$ cat config.mk
export PLATFORM = sky130hd
export DESIGN_NAME = conversor_ctrl
export DESIGN_NICKNAME = d
export VERILOG_FILES = /design/src/rtl/conversor_pkg.sv /design/src/rtl/conversor_ctrl.sv
export SDC_FILE = /design/constraint.sdc
export NUM_CORES = 1
export LEC_CHECK = 0
export ABC_CLOCK_PERIOD_IN_PS = 3600
export CAP_MARGIN = 30
export CELL_PAD_IN_SITES_DETAIL_PLACEMENT = 1
export CELL_PAD_IN_SITES_GLOBAL_PLACEMENT = 1
export CORE_ASPECT_RATIO = 1.1
export CORE_MARGIN = 8
export CORE_UTILIZATION = 28
export CTS_CLUSTER_SIZE = 8
export DETAILED_ROUTE_END_ITERATION = 8
export GPL_TIMING_DRIVEN = 0
export PLACE_DENSITY = 0.72
export RECOVER_POWER = 25
export SYNTH_ARGS = -nofsm -noshare
export SYNTH_HDL_FRONTEND = slang
export SYNTH_SLANG_ARGS = --single-unit
$ cat constraint.sdc
create_clock -name clk -period 3.6 [get_ports clk]
set_input_delay 0.36 -clock clk [delete_from_list [all_inputs] [get_ports clk]]
set_output_delay 0.36 -clock clk [all_outputs]
set_load 0.01 [all_outputs]
$ cat src/rtl/conversor_pkg.sv
// conversor_pkg: shared state encoding and defaults for the converter sequencer.
package conversor_pkg;
  typedef enum logic [2:0] {IDLE, CLEAR, SHIFT, LATCH, CAPTURE, VALID} state_t;
  localparam int N_DEFAULT = 4;
  localparam int TIMEOUT_DEFAULT = 16;
endpackage

$ cat src/rtl/conversor_ctrl.sv
// conversor_ctrl: frames clear/shift/latch/capture for a serial-to-parallel converter.
// Optional SHIFT idle abort enabled by defining CONVERSOR_TIMEOUT_EN.
module conversor_ctrl
  import conversor_pkg::*;
#(
  parameter int N = N_DEFAULT,
  parameter int TIMEOUT = TIMEOUT_DEFAULT
) (
  input  logic         clk,
  input  logic         rst_n,
  input  logic         req,
  input  logic         bit_valid,
  input  logic [N-1:0] par_in,
  output logic         ctl_a,
  output logic         ctl_b,
  output logic         ctl_c,
  output logic [N-1:0] word_out,
  output logic         word_valid,
  input  logic         word_ready,
  output logic         busy,
  output logic         overrun,
  output logic         timeout
);
  localparam int BW = $clog2(N + 1);
  state_t state_q, state_d;
  logic [BW-1:0] cnt_q, cnt_d;
  logic [N-1:0] word_q, word_d;
  logic valid_q, valid_d, overrun_q, overrun_d, expire, last;

`ifdef CONVERSOR_TIMEOUT_EN
  localparam int IW = $clog2(TIMEOUT + 1);
  logic [IW-1:0] idle_q, idle_d;
  assign expire = state_q == SHIFT && !bit_valid && idle_q == IW'(TIMEOUT - 1);
  assign idle_d = (state_q == SHIFT && !bit_valid && !expire) ? idle_q + 1'b1 : '0;
  always_ff @(posedge clk or negedge rst_n)
    if (!rst_n) idle_q <= '0;
    else idle_q <= idle_d;
`else
  assign expire = 1'b0 && TIMEOUT > 0;
`endif

  assign last = cnt_q == BW'(N - 1);
  assign busy = state_q != IDLE;
  assign ctl_a = state_q == CLEAR || expire;
  assign ctl_b = state_q == SHIFT && bit_valid;
  assign ctl_c = state_q == LATCH;
  assign timeout = expire;
  assign word_out = word_q;
  assign word_valid = valid_q;
  assign overrun = overrun_q;

  always_comb begin
    state_d = state_q;
    cnt_d = cnt_q;
    word_d = word_q;
    valid_d = valid_q;
    case (state_q)
      IDLE: state_d = req ? CLEAR : IDLE;
      CLEAR: begin
        state_d = SHIFT;
        cnt_d = '0;
      end
      SHIFT: begin
        if (expire) state_d = IDLE;
        else if (bit_valid) begin
          cnt_d = last ? '0 : cnt_q + 1'b1;
          state_d = last ? LATCH : SHIFT;
        end
      end
      LATCH: state_d = CAPTURE;
      CAPTURE: begin
        word_d = par_in;
        valid_d = 1'b1;
        state_d = VALID;
      end
      VALID: begin
        if (word_ready) begin
          valid_d = 1'b0;
          state_d = req ? CLEAR : IDLE;
        end
      end
      default: state_d = IDLE;
    endcase
    // a strobe outside SHIFT is lost; the flag restarts with each new frame
    overrun_d = (state_d == CLEAR && state_q != CLEAR) ? 1'b0
              : overrun_q | (busy && state_q != SHIFT && bit_valid);
  end

  always_ff @(posedge clk or negedge rst_n) begin
    if (!rst_n) begin
      state_q <= IDLE;
      cnt_q <= '0;
      word_q <= '0;
      valid_q <= 1'b0;
      overrun_q <= 1'b0;
    end else begin
      state_q <= state_d;
      cnt_q <= cnt_d;
      word_q <= word_d;
      valid_q <= valid_d;
      overrun_q <= overrun_d;
    end
  end
endmodule

==> results.md, run 1 <==
- The run finished with clean final reports.
- In the layout the commonest cells are 17 x sky130_fd_sc_hd__clkdlybuf4s50_1, 12 x sky130_fd_sc_hd__dfrtp_1.
- STA puts the critical path data required time at 3.24 ns.
- The number of CTS-inserted buffers is 3.
- The final-stage net count is 89.
- The die covers 3860 sq um.
- The worst-case IR drop observed on VDD is 0.418 mV.
- 20 I/O pins were placed.
- The layout cell share with drive strength beyond 1 is 19.2%.
- The count of cells along the worst register-to-register path is 3.
- The relative slew slack is 62.7%.
- Sequential elements use 50.4% of the synthesized area.
- From bottom edge to top edge, the die measures 64.4 um.
- The area added between synthesis and finish is 42.2%.
- The number of distinct standard cells referenced by the synthesized netlist is 28.
- The leakage power of the design is 0.365 nW.
- Dividing the detail-routed via count by the number of cells gives 4.64.
- In this run the cell area of the synthesized design comes to 596 sq um.
- The minimum period implied by the final worst setup slack is 2.13 ns.
- The launch instance of the worst min-delay path is cnt_q[2]$_DFFE_PN0P_.
- The endpoint identified for the worst register-to-register timing path is overrun$_DFF_PN0_.
- The H-tree level count is 1.
- The routed layout has 492 vias.
- Once layout is complete, the utilization of the core stands at 42.4%.
- The clock net sink count is 12.
- The first global-routing pass estimated 2620 um of wire.
- The core box area is 2000 sq um.
- The worst setup path is launched from a flip-flop.
- The number of endpoints failing setup at the final stage is 0.
- The arrival time at the worst endpoint is 1.77 ns.
- The number of cells upsized or downsized after cts is 0.
- The power per unit of standard cell area is 835 nW/um^2.
- The worst setup path is captured at a primary output.
- The min-delay analysis places its worst path in the category reg -> reg.
- The setup check on the worst reg-to-reg path leaves a slack of 2.12 ns.
- At the pin with the least slew margin, the transition time is 0.557 ns.
- The dominant register cell in the synthesized netlist is sky130_fd_sc_hd__dfrtp_1.
- The count of final max-slew check failures is 0.
- TritonCTS built the clock tree.
- The number of antenna diodes is 0.
- The tool flagged a number of max-cap violations equal to 0.
- The number of violations reported at the end of detailed-routing iteration 0 is 7.
- The synthesized design contains 0 enable-type register cells.
- The maximum count of clock buffers along a single path is 2.
- For the final database, setup skew stands at 0.00181 ns.
- For hold timing, the worst endpoint is cnt_q[2]$_DFFE_PN0P_.
- The initial antenna violation count is 0.
- Setup repair after global routing left no endpoint under its margin.
- The average cell area after synthesis is 10.6 sq um.
- The starting density of the core is 29.8%.
- Once layout is complete, the cells apart from fillers number 106.
- The hold violation count in the final report is 0.
- In the finished design, the share of the clock period the worst path needs comes to 59.1%.
- The remaining global-route overflow is 0.
- The total negative setup slack is 0 ns.
- The number of nets in the synthesized netlist is 66.
- The post-CTS setup-driven buffer insertion count is 0.
- Yosys printed 0 warnings.
- The number of instances in the placed design is 102.
- Entering global routing, the biggest net connects 13 pins.
- The number of core rows is 17.
- The proportion of register bits with asynchronous set or reset after synthesis is 100%.
- The final antenna-violating net count is 0.
- Clock-pin slew was measured on the worst setup and hold paths at 0.08 ns.
- The classification of the worst setup path is reg -> out.
- Static timing analysis puts the maximum clock frequency at 470 MHz.
- The number of register bits inferred by synthesis is 12.
- Along the worst path, the maximum fanout reaches 10.
- The tree is rooted in a sky130_fd_sc_hd__clkbuf_4.
- The quantity of I/O buffers inserted on ports is 18.
- The post-synthesis instance total is 56.
- For this design, the CTS-stage hold fixing added 0 buffers.
- The later pin in the worst-skew pair is clocked with a latency of 0.27 ns.
- The horizontal die dimension is 60.0 um.
- In this run the worst setup path begins at state_q[2]$_DFF_PN0_.
- The most frequent standard cell in the layout excluding fill and tap cells is sky130_fd_sc_hd__clkdlybuf4s50_1.
- After detailed routing, the total wire length is 1490 um.
- Counting instances, the worst hold path has a depth of 1.
- Dividing the detail-routed wire length by the instance count gives 14.1 um.
- The number of global-route vias before repair is 596.
- The startpoint identified for the worst register-to-register timing path is state_q[0]$_DFF_PN0_.
- Routability-driven placement finished with a final weighted congestion of 0.705.
- The half-perimeter wire length after placement is 1210 um.
- The number of optimization iterations in the first detailed-route pass is 3.
- For this run, design rule violations remaining after detail routing come to 0.
- For this run, the total global-route usage over all layers was measured as 8.84%.
==> worst max-delay path, stage by stage, from the launching register on <==
cell	delay, ns
sky130_fd_sc_hd__dfrtp_1	0.42
sky130_fd_sc_hd__buf_2	0.20
sky130_fd_sc_hd__and4bb_2	0.34
sky130_fd_sc_hd__clkdlybuf4s50_1	0.54
==> metal layers <==
layer  up-vias  routed length [um]  part of all wire (%)  GRT usage, %
li1        236                   -                     -             -
met2        14                 757                    51          15.4
met1       240                 589                    39          8.55
met4         0                  17                   1.1          3.58
met5         -                   0                     0             0
met3         2                 129                   8.6          4.40
==> cell usage after synthesis (2+ instances only) <==
cell type	instances	area, sq um
sky130_fd_sc_hd__a21oi_1	2	10.0
sky130_fd_sc_hd__dfrtp_1	12	300
sky130_fd_sc_hd__nand2_1	4	15.0
sky130_fd_sc_hd__o21a_1	2	15.0
sky130_fd_sc_hd__or3_1	2	12.5
sky130_fd_sc_hd__o21ai_0	4	20.0
sky130_fd_sc_hd__inv_1	4	15.0
sky130_fd_sc_hd__mux2_2	4	45.0
sky130_fd_sc_hd__nor2_1	2	7.51
sky130_fd_sc_hd__nand2b_1	2	12.5
==> worst max-delay path by stage <==
stage          slack [ns]                end  depth (start not counted)
2_1_floorplan        2.28  overrun$_DFF_PN0_                          3
3_3_place_gp         1.53              ctl_b                          3
3_5_place_dp         1.54              ctl_b                          3
4_1_cts              1.47              ctl_b                          3
5_1_grt              1.38              ctl_c                          3
6_report             1.47              ctl_b                          3
==> registers in the layout (all words and copies together) (netlist names) <==
| name | cells |
|---|---|
| state_q | 3 |
| word_out | 4 |
| word_valid | 1 |
| overrun | 1 |
| cnt_q | 3 |
==> stage by stage <==
step	setup WS, ns	area (sq um)	hold WS, ns	power (mW)
floorplan	2.28	596	0.0644	0.436
global placement	1.53	811	0.463	0.593
detailed placement	1.54	811	0.477	0.606
CTS	1.47	847	0.463	0.718
global route	1.38	847	0.519	0.765
finish	1.47	847	0.497	0.708
==> area by class of cell <==
type | instances | area (sq um)
plain buffers | 3 | 17.5
multi-input cells | 37 | 263
well taps | 28 | 35.0
flip-flops and latches | 12 | 300
fillers | 240 | 1150
clock buffers | 4 | 36.3
inverters | 4 | 15.0
repair buffers | 18 | 180
==> where the power goes <==
part           internal [mW]  leakage [nW]  switching (mW)  total, mW
clock                 0.0615        0.0210          0.0474      0.109
combinational          0.200         0.196           0.153      0.352
sequential             0.195         0.148          0.0517      0.246
==> kinds of logic after synthesis <==
| group | synth area share, % |
|---|---|
| other | 0.630 |
| AO/OA/AOI/OAI | 15.1 |
| AND/OR/NAND/NOR | 17.0 |
| buffers and inverters | 5.46 |
| adder cells (fa/ha/maj) | 2.10 |
| multiplexers | 9.24 |
| flip-flops | 50.4 |
No activity file was read; power rests on OpenSTA's default activity.
==> run 2: changes to the inputs <==
--- a/config.mk
+++ b/config.mk
@@ -5,7 +5,7 @@
 export SDC_FILE = /design/constraint.sdc
 export NUM_CORES = 1
 export LEC_CHECK = 0
-export ABC_CLOCK_PERIOD_IN_PS = 3600
+export ABC_CLOCK_PERIOD_IN_PS = 2100
 export CAP_MARGIN = 30
 export CELL_PAD_IN_SITES_DETAIL_PLACEMENT = 1
 export CELL_PAD_IN_SITES_GLOBAL_PLACEMENT = 1
==> constraint.sdc (replaced) <==
create_clock -name clk -period 2.1 [get_ports clk]
set_input_delay 0.21 -clock clk [delete_from_list [all_inputs] [get_ports clk]]
set_output_delay 0.21 -clock clk [all_outputs]
set_load 0.01 [all_outputs]
==> results.md, run 2 (same netlist as run 1, synthesis figures left out) <==
- For this configuration, the core starts out at a cell density of 29.8%.
- The arrival time at the worst endpoint is 1.76 ns.
- Derived from the worst setup path, the maximum achievable clock frequency is 508 MHz.
- The region available for standard cell placement spans 2000 sq um.
- The final-layout worst hold slack is 0.365 ns.
- The largest fanout on the critical path is 10.
- Leaving out fill and tap cells, the most frequent cells in the layout are 17 x sky130_fd_sc_hd__clkdlybuf4s50_1, 12 x sky130_fd_sc_hd__dfrtp_1.
- The detailed-route DRC error count is 0.
- Entering global routing, the biggest net connects 13 pins.
- The final-stage net count is 89.
- The remaining global-route overflow is 0.
- Setup total negative slack on the finished layout was measured at 0 ns.
- STA classifies the critical path endpoint as a primary output.
- The required time of the worst setup path is 1.89 ns.
- The horizontal die dimension is 60.0 um.
- The slowest stage of the critical path belongs to the cell sky130_fd_sc_hd__clkdlybuf4s50_1.
- The largest incremental delay on the critical path is 0.54 ns.
- The number of hold buffers added after CTS is 0.
- The routed design has 1490 um of wire.
- The kind of cell adding the most delay to the critical path is buffers and inverters.
- Across every metal layer, demand over resource in global routing totals 8.96%.
- The final antenna-violating net count is 0.
- The floorplan step set the die height to 64.4 um.
- The register with the most flip-flops in the layout has 4 of them.
- The quantity of I/O buffers inserted on ports is 18.
- The final cell utilization of the core is 42.4%.
- The CTS root buffer is sky130_fd_sc_hd__clkbuf_4.
- During I/O placement, the number of pins put on the boundary was 20.
- Post-CTS timing repair inserted 0 buffers for setup.
- The number of optimization iterations in the first detailed-route pass is 4.
- In the final layout, the share of cells above drive strength 1 is 19.2%.
- Registers take 300 sq um.
- The clock net sink count is 12.
- Across the VDD grid, the largest voltage drop is 0.707 mV.
- STA classifies the critical path startpoint as a flip-flop.
- The total power is 1.21 mW.
- The relative slew slack is 62.5%.
- The count of final max-slew check failures is 0.
- Setup repair after global routing left no endpoint under its margin.
- The number of CTS-inserted buffers is 3.
- Row generation in the floorplan step produced 17 rows.
- Of the available clock period, the critical path in the final layout requires 93.8%.
- The area added between synthesis and finish is 42.2%.
- The full die area is 3860 sq um.
- The half-perimeter wire length after placement is 1210 um.
- The first global-routing pass estimated 2630 um of wire.
- Traced cell by cell, the critical path runs through buf_2 -> and4bb_2 -> clkdlybuf4s50_1.
- The number of cells upsized or downsized after cts is 0.
- The area occupied by multi-input gates is 263 sq um.
- The maximum clock skew at final layout is 0.000677 ns.
- Dividing the detail-routed wire length by the instance count gives 14.1 um.
- Using the TritonRoute via totals, the vias-per-cell ratio works out to 4.70.
- The minimum period implied by the final worst setup slack is 1.97 ns.
- The clock transition time at the flip-flop clock pins of the worst setup and hold paths is 0.08 ns.
- The filler cells instantiated in the layout total 240.
- In this run the worst hold path is classified as in -> async.
- The hold violation count in the final report is 0.
- For this design the ratio of total power to cell area is 1430 nW/um^2.
- The number of antenna diodes is 0.
- The TritonCTS clock tree is built.
- At the pin with the least slew margin, the transition time is 0.560 ns.
- Counting along the longest clock path gives a buffer depth of 2.
- The number of violations of the max-capacitance limit is 0.
- The initial antenna violation count was 0.
- The library cell used most frequently in the layout, excluding fill and tap cells, is sky130_fd_sc_hd__clkdlybuf4s50_1.
- Summed over all cells, the static leakage comes to 0.365 nW.
- The number of buffers and inverters on the critical path is 2.
- The clock insertion delay at the later pin of the skew report is 0.27 ns.
- Setup violations remaining at the end of the flow were counted as 0.
- The critical path in this run is classified as reg -> out.
- The number of global-route vias before repair is 599.
- The weighted congestion at the end of routability-driven global placement is 0.705.
- The routed via count is 498.
- CTS built an H-tree with a depth of 1.
- The detailed router finished its first iteration with 7 violations.
- The run finished with clean final reports.
[run 2: area by class of cell]
cell class / instances / share of cell area (%)
multi-input combinational: 37 / 31.0
buffer: 3 / 2.07
timing repair buffer: 18 / 21.3
clock buffer: 4 / 4.28
inverter: 4 / 1.77
tap: 28 / 4.14
sequential: 12 / 35.5
[run 2: final timing paths]
check / endpoint / slack (ns) / cells past startpoint / startpoint
max: ctl_b / 0.13 / 3 / state_q[2]$_DFF_PN0_
min: word_out[3]$_DFFE_PN0P_ / 0.37 / 1 / rst_n
max reg2reg: overrun$_DFF_PN0_ / 0.62 / 3 / state_q[0]$_DFF_PN0_
min reg2reg: cnt_q[2]$_DFFE_PN0P_ / 0.50 / 1 / cnt_q[2]$_DFFE_PN0P_
max in group asynchronous: cnt_q[1]$_DFFE_PN0P_ / 1.37 / 1 / rst_n
min in group clk: cnt_q[2]$_DFFE_PN0P_ / 0.50 / 1 / cnt_q[2]$_DFFE_PN0P_
[run 2: per-stage QoR]
stage,worst slack [ns],instances,area (sq um)
after CTS,0.117,106,847
final,0.131,106,847
after floorplan,0.785,56,596
after global routing,0.0226,106,847
after detailed placement,0.338,102,811
after global placement,0.335,102,811
[run 2: layer usage]
layer | share of wire, % | vias up | track usage [%] | routed length [um]
met5 | 0 | - | 0 | 0
met4 | 0 | 0 | 3.58 | 0
met3 | 8.9 | 0 | 5.00 | 133
met2 | 52 | 14 | 15.4 | 775
li1 | - | 240 | - | -
met1 | 39 | 244 | 8.55 | 583
[run 2: power by group]
| group | total [mW] | switching [mW] | internal [mW] |
|---|---|---|---|
| Clock | 0.184 | 0.0785 | 0.105 |
| Sequential | 0.423 | 0.0894 | 0.334 |
| Combinational | 0.604 | 0.262 | 0.342 |
| Total | 1.21 | 0.429 | 0.781 |
